`src/rtl/sha256_pkg.sv`:
```
// sha256_pkg: SHA-256 round constants, initial hash value, bit functions and FSM state type.
package sha256_pkg;

    typedef logic [7:0][31:0] words_t;
    typedef enum logic [1:0] {IDLE, ROUND, FINAL} state_e;

    localparam words_t IV = {
        32'h6a09e667, 32'hbb67ae85, 32'h3c6ef372, 32'ha54ff53a,
        32'h510e527f, 32'h9b05688c, 32'h1f83d9ab, 32'h5be0cd19};

    localparam logic [31:0] K [0:63] = '{
        32'h428a2f98, 32'h71374491, 32'hb5c0fbcf, 32'he9b5dba5, 32'h3956c25b, 32'h59f111f1, 32'h923f82a4, 32'hab1c5ed5,
        32'hd807aa98, 32'h12835b01, 32'h243185be, 32'h550c7dc3, 32'h72be5d74, 32'h80deb1fe, 32'h9bdc06a7, 32'hc19bf174,
        32'he49b69c1, 32'hefbe4786, 32'h0fc19dc6, 32'h240ca1cc, 32'h2de92c6f, 32'h4a7484aa, 32'h5cb0a9dc, 32'h76f988da,
        32'h983e5152, 32'ha831c66d, 32'hb00327c8, 32'hbf597fc7, 32'hc6e00bf3, 32'hd5a79147, 32'h06ca6351, 32'h14292967,
        32'h27b70a85, 32'h2e1b2138, 32'h4d2c6dfc, 32'h53380d13, 32'h650a7354, 32'h766a0abb, 32'h81c2c92e, 32'h92722c85,
        32'ha2bfe8a1, 32'ha81a664b, 32'hc24b8b70, 32'hc76c51a3, 32'hd192e819, 32'hd6990624, 32'hf40e3585, 32'h106aa070,
        32'h19a4c116, 32'h1e376c08, 32'h2748774c, 32'h34b0bcb5, 32'h391c0cb3, 32'h4ed8aa4a, 32'h5b9cca4f, 32'h682e6ff3,
        32'h748f82ee, 32'h78a5636f, 32'h84c87814, 32'h8cc70208, 32'h90befffa, 32'ha4506ceb, 32'hbef9a3f7, 32'hc67178f2};

    function automatic logic [31:0] rotr(input logic [31:0] x, input int n);
        return (x >> n) | (x << (32 - n));
    endfunction

    function automatic logic [31:0] S0(input logic [31:0] x);
        return rotr(x, 2) ^ rotr(x, 13) ^ rotr(x, 22);
    endfunction

    function automatic logic [31:0] S1(input logic [31:0] x);
        return rotr(x, 6) ^ rotr(x, 11) ^ rotr(x, 25);
    endfunction

    function automatic logic [31:0] s0(input logic [31:0] x);
        return rotr(x, 7) ^ rotr(x, 18) ^ (x >> 3);
    endfunction

    function automatic logic [31:0] s1(input logic [31:0] x);
        return rotr(x, 17) ^ rotr(x, 19) ^ (x >> 10);
    endfunction

    function automatic logic [31:0] ch(input logic [31:0] e, f, g);
        return (e & f) ^ (~e & g);
    endfunction

    function automatic logic [31:0] maj(input logic [31:0] a, b, c);
        return (a & b) ^ (a & c) ^ (b & c);
    endfunction

endpackage

```
`src/rtl/sha256_round.sv`:
```
// sha256_round: one combinational SHA-256 round; word 7 is a, word 0 is h.
module sha256_round
    import sha256_pkg::*;
(
    input  words_t      v_i,
    input  logic [31:0] w_i,
    input  logic [31:0] k_i,
    output words_t      v_o
);

    logic [31:0] t1, t2;

    assign t1  = v_i[0] + S1(v_i[3]) + ch(v_i[3], v_i[2], v_i[1]) + k_i + w_i;
    assign t2  = S0(v_i[7]) + maj(v_i[7], v_i[6], v_i[5]);
    assign v_o = {t1 + t2, v_i[7], v_i[6], v_i[5], v_i[4] + t1, v_i[3], v_i[2], v_i[1]};

endmodule

```
`src/rtl/sha256_compress_iter.sv`:
```
// sha256_compress_iter: iterative SHA-256 compression, one round per clock,
// message schedule generated in a 16-word sliding window.
module sha256_compress_iter
    import sha256_pkg::*;
#(
    parameter int NUM_ROUNDS = 64
) (
    input  logic         clk,
    input  logic         reset,
    input  logic         en,
    input  logic [511:0] block_in,
    input  logic [255:0] hash_in,
    output logic         busy,
    output logic         done,
    output logic [255:0] hash_out
);

    localparam int CW = NUM_ROUNDS > 1 ? $clog2(NUM_ROUNDS) : 1;

    state_e            state_q, state_d;
    logic [CW-1:0]     t_q, t_d;
    logic [0:15][31:0] w_q, w_d;
    words_t            v_q, v_d, h_q, h_d, hash_q, hash_d, v_nxt;
    logic              done_q, done_d;
    logic [31:0]       w_new;

    sha256_round u_round (.v_i(v_q), .w_i(w_q[0]), .k_i(K[t_q]), .v_o(v_nxt));

    assign w_new    = s1(w_q[14]) + w_q[9] + s0(w_q[1]) + w_q[0];
    assign busy     = state_q != IDLE;
    assign done     = done_q;
    assign hash_out = hash_q;

    always_comb begin
        state_d = state_q;
        t_d     = t_q;
        w_d     = w_q;
        v_d     = v_q;
        h_d     = h_q;
        hash_d  = hash_q;
        done_d  = 1'b0;
        case (state_q)
            IDLE: if (en) begin
                w_d     = block_in;
                h_d     = hash_in;
                v_d     = hash_in;
                t_d     = '0;
                state_d = ROUND;
            end
            ROUND: begin
                v_d     = v_nxt;
                w_d     = {w_q[1:15], w_new};
                t_d     = (t_q == CW'(NUM_ROUNDS - 1)) ? t_q : t_q + 1'b1;
                state_d = (t_q == CW'(NUM_ROUNDS - 1)) ? FINAL : ROUND;
            end
            default: begin
                for (int i = 0; i < 8; i++) hash_d[i] = h_q[i] + v_q[i];
                done_d  = 1'b1;
                state_d = IDLE;
            end
        endcase
    end

    always_ff @(posedge clk or negedge reset) begin
        if (!reset) begin
            state_q <= IDLE;
            t_q     <= '0;
            w_q     <= '0;
            v_q     <= '0;
            h_q     <= '0;
            hash_q  <= '0;
            done_q  <= 1'b0;
        end else begin
            state_q <= state_d;
            t_q     <= t_d;
            w_q     <= w_d;
            v_q     <= v_d;
            h_q     <= h_d;
            hash_q  <= hash_d;
            done_q  <= done_d;
        end
    end

endmodule
```
`config.mk`:
```
export PLATFORM = sky130hd
export DESIGN_NAME = sha256_compress_iter
export DESIGN_NICKNAME = d
export VERILOG_FILES = /design/src/rtl/sha256_pkg.sv /design/src/rtl/sha256_round.sv /design/src/rtl/sha256_compress_iter.sv
export SDC_FILE = /design/constraint.sdc
export NUM_CORES = 2
export LEC_CHECK = 0
export BUFFER_PORTS_ARGS = -buffer_cell sky130_fd_sc_hd__buf_2
export CAP_MARGIN = 20
export CORE_AREA = 2 2 521 523
export CTS_BUF_LIST = sky130_fd_sc_hd__clkbuf_8
export DETAILED_ROUTE_END_ITERATION = 12
export DIE_AREA = 0 0 523 525
export PLACE_DENSITY_LB_ADDON = 0.1
export SYNTH_ARGS = -nofsm -noshare
export SYNTH_HDL_FRONTEND = slang
export SYNTH_SLANG_ARGS = --single-unit
```
`constraint.sdc`:
```
create_clock -name clk -period 16.1 [get_ports clk]
set_input_delay 0.805 -clock clk [delete_from_list [all_inputs] [get_ports clk]]
set_output_delay 0.805 -clock clk [all_outputs]
set_load 0.005 [all_outputs]
```
==> metrics.csv <==
stage;metric;value;unit
route;post-detailed-routing wire length;383000;um
synthesis;Synth area leader;sky130_fd_sc_hd__dfrtp_1;
timing;final number of setup-violating endpoints;0;
die;vertical extent of the die;525;um
synthesis;top-count cell post-synth;sky130_fd_sc_hd__nand2_1;
route;Via Count;72761;
global_route;total gr overflow;0;
clock_network;Clock Sinks;1289;
setup_path;maximum net fanout on the critical path;65;
clock_network;Clock Tree Buf Depth;4;
setup_path;startpoint kind of the worst setup timing path;register;
global_route;largest net degree at the start of global routing;231;
setup_path;maximum single-stage delay on the critical path;730;ps
die;Placement Rows;191;
setup_path;Top cell by count, worst path;sky130_fd_sc_hd__o21ai_0;
flow_run;Max-Cap Viols;0;
clock_network;Clock Pin Slew Worst Setup and Hold Paths;60;ps
die;Die X;523;um
timing;Slew Viols, Final;0;
clock_network;number of buffers added by the clock tree synthesis step;267;
timing;unrepaired setup endpoints after global routing;false;
synthesis;most numerous cell types in the synthesized netlist;2207 x sky130_fd_sc_hd__nand2_1, 1289 x sky130_fd_sc_hd__dfrtp_1, 956 x sky130_fd_sc_hd__nor2_1, 723 x sky130_fd_sc_hd__a31oi_1, 526 x sky130_fd_sc_hd__clkbuf_1;
synthesis;sequential share of the synthesized area;40.2;%
route;Antenna Nets Post-Route;0;
synthesis;Cell variety after synth;92;
setup_path;arrival time of data at the critical path endpoint;10090;ps
route;Via density;5.20;
placed_design;global placement routability congestion;0.894;
layout;Area growth, synth to finish;17.5;%
synthesis;number of flops mapped to enable cells by yosys;0;
synthesis;post-synthesis async set-or-reset flop share;100;%
setup_path;Crit Reg-Reg Startpoint;t_q[3]$_DFFE_PN0P_;
synthesis;total number of yosys warnings;0;
die;io pins;1029;
worst_hold_path;type of the worst min-delay path;input pin to register;
timing;final number of hold-violating endpoints;0;
synthesis;Mapped Area;80200;sq um
clock_network;count of buffers added by post-CTS timing repair for setup;0;
route;Wirelength per Cell;27.4;um
setup_path;Critical Path Source;t_q[3]$_DFFE_PN0P_;
setup_path;capturing element type of the critical path;register;
run_status;outcome;finished clean;
synthesis;Synthesized Nets;10697;
die;Placeable Area;269000;sq um
synthesis;prevailing post-synth register cell;sky130_fd_sc_hd__dfrtp_1;
clock_network;clock root buffer;sky130_fd_sc_hd__clkbuf_8;
synthesis;post-synthesis instance total;9334;
route;Residual DRC;0;
die;effective utilization at floorplan;29.8;%
route;DRT iter0 DRCs;5576;
layout;layout cells sized above 1;16.8;%
setup_path;slowest cell on the critical path;sky130_fd_sc_hd__buf_4;
die;die footprint;275000;sq um
timing;total negative slack for setup checks;0;ps
timing;relative slew slack;19.8;%
route;drt pass-1 iters;6;
timing;maximum frequency from static timing analysis;0.107;GHz
timing;Final min period;9310;ps
global_route;antenna violations before repair;110;
setup_path;Data required, critical path;16890;ps
timing;period utilization;57.8;%
synthesis;number of register bits inferred by synthesis;1289;
synthesis;average size of a mapped cell;8.60;sq um
clock_network;clock insertion delay at the later pin of the skew report;990;ps
worst_hold_path;hold wc startpoint;hash_in[128];
clock_network;CTS tree;yes;
synthesis;ranking of synthesized cells by area;sky130_fd_sc_hd__dfrtp_1 40%, sky130_fd_sc_hd__nand2_1 10%, sky130_fd_sc_hd__ha_1 6.2%, sky130_fd_sc_hd__a31oi_1 5.6%, sky130_fd_sc_hd__fa_1 4.9%;
global_route;first-pass GRT wire length;540000;um
setup_path;kind of critical path;register to register;
layout;final-stage net count;11567;
global_route;total routing resource utilization after global routing;27.2;%
global_route;number of global-route vias before repair;72400;
synthesis;proportion of netlist area held by the largest area contributor;40.2;%
timing;Layout Skew;80.4;ps
clock_network;CTS H-tree depth;5;
placed_design;number of buffer cells added on primary ports;1028;
timing;pin slew with the least headroom to its limit;1200;ps
placed_design;DP Wirelength;300000;um
## worst paths after layout
| kind | to | cells past startpoint | slack, ps |
|---|---|---|---|
| max reg2reg | v_q[255]$_DFFE_PN0P_ | 34 | 6790 |
| min in group asynchronous | hash_out[37]$_DFFE_PN0P_ | 2 | 480 |
| min | h_q[128]$_DFFE_PN0P_ | 3 | 90 |
| max | v_q[255]$_DFFE_PN0P_ | 34 | 6790 |
| min reg2reg | hash_out[77]$_DFFE_PN0P_ | 1 | 480 |
| max in group asynchronous | w_q[80]$_DFFE_PN0P_ | 6 | 12050 |
## area by class of cell
| type | instances | area [sq um] |
|---|---|---|
| inverters | 448 | 1680 |
| flip-flops and latches | 1289 | 32300 |
| clock inverters | 118 | 638 |
| clock buffers | 319 | 4390 |
| fillers | 28438 | 175000 |
| well taps | 3570 | 4470 |
| repair buffers | 1186 | 6620 |
| multi-input cells | 7012 | 44100 |
| diodes | 39 | 97.6 |
## metrics by stage
step	area, sq um	cells	worst slack, ps	hold slack, ps	util, %
after global placement	88500	13444	6800	465	32.9
after CTS	94200	13941	6860	0.165	35.0
after detailed placement	88500	13444	6900	466	32.9
final	94300	13981	6790	94.4	35.0
after floorplan	80200	9334	8200	452	-
after global routing	94200	13958	6290	37.1	35.0
## registers in the layout, indices dropped and copies added, names as in the netlist
register  count
w_q         512
h_q         256
hash_out    256
v_q         256
t_q           6
state_q       2
done          1
## layout by cell type (no fill, tap or decap), types with 16 or more instances in the layout
cell type / Yosys / final
sky130_fd_sc_hd__o21a_1: 68 / 68
sky130_fd_sc_hd__o21ai_0: 236 / 236
sky130_fd_sc_hd__dfrtp_1: 1289 / 1285
sky130_fd_sc_hd__nor2_1: 956 / 954
sky130_fd_sc_hd__nand3_1: 73 / 73
sky130_fd_sc_hd__xor2_1: 179 / 179
sky130_fd_sc_hd__o221ai_1: 17 / 17
sky130_fd_sc_hd__o22ai_1: 30 / 30
sky130_fd_sc_hd__xnor2_1: 384 / 384
sky130_fd_sc_hd__nand2b_1: 47 / 47
sky130_fd_sc_hd__and3_1: 23 / 23
sky130_fd_sc_hd__fa_1: 197 / 197
sky130_fd_sc_hd__a211oi_1: 47 / 47
sky130_fd_sc_hd__a211o_1: 17 / 17
sky130_fd_sc_hd__mux2i_1: 18 / 18
sky130_fd_sc_hd__mux2_2: 208 / 208
sky130_fd_sc_hd__a21oi_1: 380 / 380
sky130_fd_sc_hd__o211ai_1: 80 / 80
sky130_fd_sc_hd__a31oi_1: 723 / 723
sky130_fd_sc_hd__nand4_1: 21 / 21
sky130_fd_sc_hd__buf_4: 1 / 89
sky130_fd_sc_hd__or3_1: 33 / 33
sky130_fd_sc_hd__buf_2: 1 / 1027
sky130_fd_sc_hd__o21ai_1: 16 / 16
sky130_fd_sc_hd__inv_1: 445 / 532
sky130_fd_sc_hd__nor2b_1: 47 / 46
sky130_fd_sc_hd__dlygate4sd3_1: 0 / 60
sky130_fd_sc_hd__o31ai_1: 40 / 40
sky130_fd_sc_hd__ha_1: 395 / 395
sky130_fd_sc_hd__a21o_1: 191 / 191
sky130_fd_sc_hd__o21bai_1: 40 / 40
sky130_fd_sc_hd__nand2_1: 2207 / 2205
sky130_fd_sc_hd__nor3_1: 83 / 83
sky130_fd_sc_hd__maj3_1: 22 / 22
sky130_fd_sc_hd__diode_2: 0 / 39
sky130_fd_sc_hd__clkbuf_8: 0 / 319
## logic make-up after synthesis
| group | Yosys count | share of synthesized area, % |
|---|---|---|
| muxes | 232 | 3.31 |
| adders and majority gates | 614 | 11.3 |
| AOI/OAI and AO/OA | 2044 | 16.4 |
| buffers and inverters | 1033 | 4.84 |
| DFF | 1289 | 40.2 |
| and+or+nand+nor | 3557 | 17.7 |
| xor gates and xnor gates | 565 | 6.19 |
## timing repair
action | 4_1_cts | 5_1_grt
hold endpoints to repair | 171 | 0
resized for setup | 0 | 0
hold buffers | 60 | 0
## critical path, delay by kind of cell (launching register included)
family	cells	cell delay (ps)
DFF	1	330
xor gates and xnor gates	2	290
AOI/OAI and AO/OA	14	3490
adders and majority gates	4	1500
buffers and inverters	3	1310
and+or+nand+nor	11	2160
## layer usage
metal  share of wire (%)  vias up  GRT usage (%)
met5                0.16        -              0
met4                 2.8       94           7.09
met3                 6.2      543           5.54
met2                  46     2351           43.7
met1                  45    36277           36.9
li1                    -    33496              -
Power is not shown: default switching activity piles up to over one toggle a cycle in this logic, so the estimate is an artifact.
